**src/rtl/lc3_mem_responder.sv**
```systemverilog
// rtl/lc3_mem_responder.sv - LC-3 memory responder: strobe episodes to timed SRAM or switch/hex I/O accesses
module lc3_mem_responder #(
  parameter int unsigned RD_LAT   = 2,
  parameter int unsigned WR_PULSE = 2,
  parameter logic [15:0] IO_ADDR  = 16'hFFFF
) (
  input  logic        Clk,
  input  logic        Reset,
  input  logic        Mem_OE,
  input  logic        Mem_WE,
  input  logic [15:0] MAR,
  input  logic [15:0] MDR_out,
  input  logic [15:0] Switches,
  input  logic [15:0] SRAM_DQ_in,
  output logic [15:0] Data_to_CPU,
  output logic [15:0] HEX_Data,
  output logic [19:0] SRAM_ADDR,
  output logic [15:0] SRAM_DQ_out,
  output logic        SRAM_DQ_oe,
  output logic        SRAM_CE_N,
  output logic        SRAM_UB_N,
  output logic        SRAM_LB_N,
  output logic        SRAM_OE_N,
  output logic        SRAM_WE_N,
  output logic        Busy
);

  typedef enum logic [2:0] {
    S_IDLE,
    S_RD_WAIT,
    S_WR_SETUP,
    S_WR_PULSE,
    S_DONE
  } state_t;

  localparam logic [1:0] RD_LAST = 2'(RD_LAT - 1);
  localparam logic [1:0] WR_LAST = 2'(WR_PULSE - 1);

  state_t     r_state;
  logic [1:0] r_cnt;
  logic       r_ce_n;
  logic       w_strobe;
  logic       w_io;

  assign w_strobe  = Mem_OE | Mem_WE;
  assign w_io      = (MAR == IO_ADDR);
  assign SRAM_CE_N = r_ce_n;
  assign SRAM_UB_N = r_ce_n;
  assign SRAM_LB_N = r_ce_n;
  assign Busy      = (r_state != S_IDLE);

  always_ff @(posedge Clk) begin
    if (Reset) begin
      r_state     <= S_IDLE;
      r_cnt       <= 2'd0;
      r_ce_n      <= 1'b1;
      SRAM_OE_N   <= 1'b1;
      SRAM_WE_N   <= 1'b1;
      SRAM_DQ_oe  <= 1'b0;
      SRAM_ADDR   <= 20'd0;
      SRAM_DQ_out <= 16'd0;
      Data_to_CPU <= 16'd0;
      HEX_Data    <= 16'd0;
    end else begin
      case (r_state)
        S_IDLE: begin
          // Write wins because the controller also raises Mem_OE during writes
          if (Mem_WE) begin
            if (w_io) begin
              HEX_Data <= MDR_out;
              r_state  <= S_DONE;
            end else begin
              SRAM_ADDR   <= {4'b0, MAR};
              SRAM_DQ_out <= MDR_out;
              r_ce_n      <= 1'b0;
              SRAM_DQ_oe  <= 1'b1;
              r_state     <= S_WR_SETUP;
            end
          end else if (Mem_OE) begin
            if (w_io) begin
              Data_to_CPU <= Switches;
              r_state     <= S_DONE;
            end else begin
              SRAM_ADDR <= {4'b0, MAR};
              r_ce_n    <= 1'b0;
              SRAM_OE_N <= 1'b0;
              r_cnt     <= 2'd0;
              r_state   <= S_RD_WAIT;
            end
          end
        end
        S_RD_WAIT: begin
          if (!w_strobe) begin
            r_ce_n    <= 1'b1;
            SRAM_OE_N <= 1'b1;
            r_state   <= S_IDLE;
          end else if (r_cnt == RD_LAST) begin
            Data_to_CPU <= SRAM_DQ_in;
            r_ce_n      <= 1'b1;
            SRAM_OE_N   <= 1'b1;
            r_state     <= S_DONE;
          end else begin
            r_cnt <= r_cnt + 2'd1;
          end
        end
        S_WR_SETUP: begin
          SRAM_WE_N <= 1'b0;
          r_cnt     <= 2'd0;
          r_state   <= S_WR_PULSE;
        end
        S_WR_PULSE: begin
          // A started write always runs its full pulse, strobe or not
          if (r_cnt == WR_LAST) begin
            SRAM_WE_N  <= 1'b1;
            SRAM_DQ_oe <= 1'b0;
            r_ce_n     <= 1'b1;
            r_state    <= S_DONE;
          end else begin
            r_cnt <= r_cnt + 2'd1;
          end
        end
        S_DONE: begin
          if (!w_strobe) r_state <= S_IDLE;
        end
        default: r_state <= S_IDLE;
      endcase
    end
  end

endmodule

```
**config.mk**
```make
export PLATFORM = sky130hd
export DESIGN_NAME = lc3_mem_responder
export DESIGN_NICKNAME = d
export VERILOG_FILES = /design/src/rtl/lc3_mem_responder.sv
export SDC_FILE = /design/constraint.sdc
export NUM_CORES = 1
export LEC_CHECK = 0
export ABC_CLOCK_PERIOD_IN_PS = 1900
export CAP_MARGIN = 5
export CORE_ASPECT_RATIO = 1.4
export CORE_MARGIN = 10
export CORE_UTILIZATION = 55
export DETAILED_ROUTE_END_ITERATION = 16
export DONT_BUFFER_PORTS = 1
export GPL_TIMING_DRIVEN = 0
export PLACE_DENSITY = 0.68
export SLEW_MARGIN = 20
export SYNTH_ARGS = -nofsm -noshare
export SYNTH_HDL_FRONTEND = slang
export SYNTH_SLANG_ARGS = --single-unit
```
**constraint.sdc**
```tcl
create_clock -name Clk -period 1.9 [get_ports Clk]
set_input_delay 0.285 -clock Clk [delete_from_list [all_inputs] [get_ports Clk]]
set_output_delay 0.285 -clock Clk [all_outputs]
set_load 0.02 [all_outputs]
```
* Word level (Yosys, flattened, before mapping) *
Index checks and enable logic that the tools add are counted.

storage, ports and cells
  register bits after elaboration = 77
  input port bits = 68
  word-level logic and storage cells = 88

cells by class
  $add $sub $neg = 1
  equal/unequal tests = 17
  mux-type cells = 40
  bitwise gates (word level) = 2
  reduce and logical (&&, ||, !) cells = 18

operators with widths
  operator              count
  $mux 16               5
  $mux 20               3
  $pmux 16 s2           1
  $mux 3                7
  $ne 2x2->1 const B    9
  $eq 16x16->1 const B  1
  $pmux 3 s5            1
  $mux 1                13
  $mux 2                5
  $reduce_and 5->1      2
  $pmux 2 s4            1
  $reduce_and 2->1      4
  $reduce_bool 2->1     4
  $eq 3x2->1 const B    2
  $ne 3x3->1 const B    2
  $pmux 1 s2            3
  $reduce_and 3->1      2
  $reduce_and 6->1      1
  $reduce_bool 3->1     2
  $reduce_and 4->1      1
  $reduce_bool 4->1     1
  $eq 3x1->1 const B    1
  $eq 3x3->1 const B    1
  $logic_not 3->1       1
  other kinds (5)       5

* Logic depth before layout (Yosys ltp) *
  word-level depth = 5
  depth in mapped cells = 8
  gate-level depth less buffers = 7

* Worst setup path after synthesis *
No wires, ideal clock.

  path kind = reg-to-reg
  start = register r_state[2]
  end = register r_ce_n (netlist: SRAM_CE_N)
  library setup time = 0.120 ns
  data arrival time = 1.625 ns
  required time = 1.780 ns
  slack = 0.155 ns
  cell stages (with the launch flop) = 6
  cells stage by stage = dfxtp_1 -> nor3_2 -> inv_2 -> or3_1 -> buf_2 -> a211o_1

between the ends
  longest elaborated chain between the ends = 3

ends and longest elaborated chain
  item                                                                     line  text
  start: declaration                                                       39    state_t r_state;
  start signal: assignment                                                 54    r_state <= S_IDLE;
  start signal: assignment                                                 71    r_state <= S_DONE;
  start signal: assignment                                                 77    r_state <= S_WR_SETUP;
  $eq 3x2->1 (tied with other cells)                                       65    case (r_state)
  $reduce_bool 3->1 (no source line) / $ne 3x3->1 (equally long branches)  -
  $reduce_and 2->1 (no source line)                                        -
  end signal: assignment                                                   56    r_ce_n <= 1'b1;
  end signal: assignment                                                   75    r_ce_n <= 1'b0;
  end signal: assignment                                                   85    r_ce_n <= 1'b0;
  end: declaration                                                         41    logic r_ce_n;

Parallel ways exist; a longest one is shown, timed or not.
A chain may end at the register's enable or synchronous reset.

* Worst setup path after layout *
  start = register r_state[0]
  end = register Data_to_CPU[5]

between the ends
  longest elaborated chain between the ends = 3

ends and longest elaborated chain
  item                                                                     line  text
  $eq 3x1->1 / $logic_not 3->1 (equally long branches)                     65
  $ne 2x2->1 (no source line) / $reduce_bool 2->1 (equally long branches)  -
  $reduce_and 6->1 (no source line)                                        -
  end signal: assignment                                                   81    Data_to_CPU <= Switches;
  end signal: assignment                                                   98    Data_to_CPU <= SRAM_DQ_in;
  end: declaration                                                         15    output logic [15:0] Data_to_CPU,

Parallel ways exist; a longest one is shown, timed or not.

==> flow_summary.yaml <==
clocking:
  cts_tree: "yes"
  worstSkewPairLatency_ps: 340
  cts_made_buffers: 9
  cts_sinks: 73
  htreeDepth: 3
  path_clk_slew_ps: 80
  cts_root_buffer: "clkbuf_8"
  cts_max_path_buffers: 2
timing:
  period_share_pct: 92.5
  finalSetupViolations: 0
  finalCriticalPeriod_ps: 1760
  max_slew.worst_pin.slew_ps: 688
  fin_skew_ps: 10.1
  drv_slew: 0
  timing.fmax_mhz: 569
  hold_ws_ps: 73.7
  fin_ws_ps: 143
  hold_viol_final: 0
  rsz0062_at_grt: "no"
  relSlewSlack_pct: 53.8
logic_synthesis:
  ys_warn_count: 0
  ys.flop_type: "dfxtp_1"
  synth.distinct_cells: 40
  yosysTopAreaCell: "dfxtp_1"
  synth_area_leaders: "dfxtp_1, mux2i_1, nand2_1"
  syn_avg_cell_area_um2: 9.06
  yosysTopAreaCellShare_pct: 47.5
  synth_most_common_cell: "dfxtp_1"
  async_reset_ff_share_pct: 0
  netlist_area_mm2: 0.00308
  synth_commonest_cells: "dfxtp_1, nand2_1, nor2_1"
  yosysSeqAreaShare_pct: 47.5
  ys_ff_latch: 73
  synth_edf_count: 0
  synthCells: 340
route:
  wl_per_cell_um: 18.1
  drc_errors: 0
  vias_per_cell: 5.48
  drt_iter0_markers: 81
  ant_nets: 0
  drtPass1Iterations: 4
  vias: 2378
  routed_wl_mm: 7.87
worst_setup_path:
  path_buf_inv: 2
  startpoint: "r_state[0]"
  path_depth: 7
  slowest_delay_ps: 380
  endpoint: "Data_to_CPU[5]"
  crit_slowest_cell: "dfxtp_1"
  crit_arrival_ps: 2010
  critPathKind: "reg2reg"
  cp_top_family: "simple AND/OR/NAND/NOR gates"
  r2r_cells: 7
  crit_fanout: 10
  reg2reg_to: "Data_to_CPU[5]"
  r2r_start: "r_state[0]"
  worstPathCellList: "buf_4 -> nand2b_1 -> nor3b_2 -> o211a_4 -> buf_4 -> nor2_1 -> a211oi_2"
  r2r_slack_ps: 140
  start_kind: "flip-flop"
  cp.required_ps: 2160
  cp_common_cell: "buf_4"
  cp-end-kind: "flip-flop"
global_route:
  antenna_found_initial: 0
  grt_max_degree: 13
  grt_overflow_total: 0
  grt_pass1_vias: 2470
  grt_first_pass_wirelength_mm: 12.6
  gr-usage-all-layers_pct: 16.9
pwr:
  p_per_area_mw_per_mm2: 1060
  peakVddDrop_mv: 0.568
  p_leak_uw: 0.00141
final_layout:
  antenna-diode-count: 0
  nets: 431
  fin_cells: 434
  drive_above_1_share_pct: 18.6
  area_growth_pct: 13.4
floorplanning:
  core_area_mm2: 0.00549
  die-area_mm2: 0.00903
  initial_core_util_pct: 56.1
  rows: 32
  die_w_um: 83.2
  die_h_um: 109
  io_pins: 143
worst_hold_path:
  hold_class: "in2reg"
  hold_depth: 2
run_status:
  status: "finished clean"
place:
  placedCellCount: 411
  post-place-ws_ps: -106
  io_buffers: 0
  dp_hpwl_mm: 6.10
  gp_congestion: 0.823
run:
  cap_viol_max_count: 0
==> metrics by stage <==
stage	TNS, ps	power, µW	utilization [%]	area (µm²)
after floorplan	0	2250	-	3090
after global placement	-1440	2360	57.9	3180
after detailed placement	-1730	2370	57.9	3180
after CTS	0	3690	62.3	3420
after global routing	0	3880	63.7	3490
final	0	3710	63.7	3490
==> state kept, by name (all words and copies together) (netlist names) <==
name,cells
Data_to_CPU,16
HEX_Data,16
SRAM_ADDR,16
SRAM_DQ_out,16
r_state,3
r_cnt,2
SRAM_CE_N,1
SRAM_DQ_oe,1
SRAM_OE_N,1
SRAM_WE_N,1
==> worst min path at each step <==
stage / start / endpoint / slack, ps
final: MDR_out[13] / SRAM_DQ_out[13] / 70
after global routing: MDR_out[12] / SRAM_DQ_out[12] / 60
after CTS: MDR_out[13] / SRAM_DQ_out[13] / 60
after detailed placement: MDR_out[3] / SRAM_DQ_out[3] / 430
after global placement: MAR[11] / SRAM_ADDR[11] / 420
after floorplan: MAR[10] / SRAM_ADDR[10] / 420
==> per-layer routing <==
metal / track usage [%] / vias to the layer above / routed length (µm)
met5: 0 / - / 0
met4: 6.59 / 0 / 126
met3: 9.10 / 12 / 978
met2: 27.9 / 102 / 3780
met1: 17.9 / 1077 / 2990
li1: - / 1187 / -
==> layout make-up <==
class	instances	area, µm²
Buffer	28	169
Clock buffer	10	138
Clock inverter	5	80.1
Fill cell	498	1990
Inverter	2	7.51
Multi-Input combinational cell	239	1480
Sequential cell	73	1460
Tap cell	68	85.1
Timing Repair Buffer	9	67.6
==> timing repair <==
item	in CTS	in global routing
hold buffers	0	0
setup endpoints to repair	27	29
resized for setup	5	4
buffers inserted	0	9
pin swaps	0	3
gates cloned	0	0
==> power breakdown <==
| group | leakage (µW) | switching (µW) | internal, µW | total [µW] |
|---|---|---|---|---|
| registers | 0.000595 | 175 | 1620 | 1800 |
| logic | 0.000711 | 348 | 246 | 593 |
| clock network | 0.000104 | 549 | 765 | 1310 |
| total | 0.00141 | 1070 | 2640 | 3710 |
==> cells by family after synthesis <==
| group | synth area share, % |
|---|---|
| adders and majority gates | 0.406 |
| and+or+nand+nor | 19.7 |
| AOI/OAI and AO/OA | 16.2 |
| buffers and inverters | 5.49 |
| DFF | 47.5 |
| muxes | 10.4 |
| other | 0.122 |
| xor gates and xnor gates | 0.284 |
==> cells in the final DEF, fill, tap and decap left out, types with 10 or more instances in the layout <==
cell,instances
clkbuf_1,10
clkbuf_8,10
a21oi_1,40
buf_4,20
nand2_1,68
nor2_1,41
dfxtp_1,73
a211oi_2,14
mux2i_1,32
Note: power is estimated with default switching activity, not from simulation.
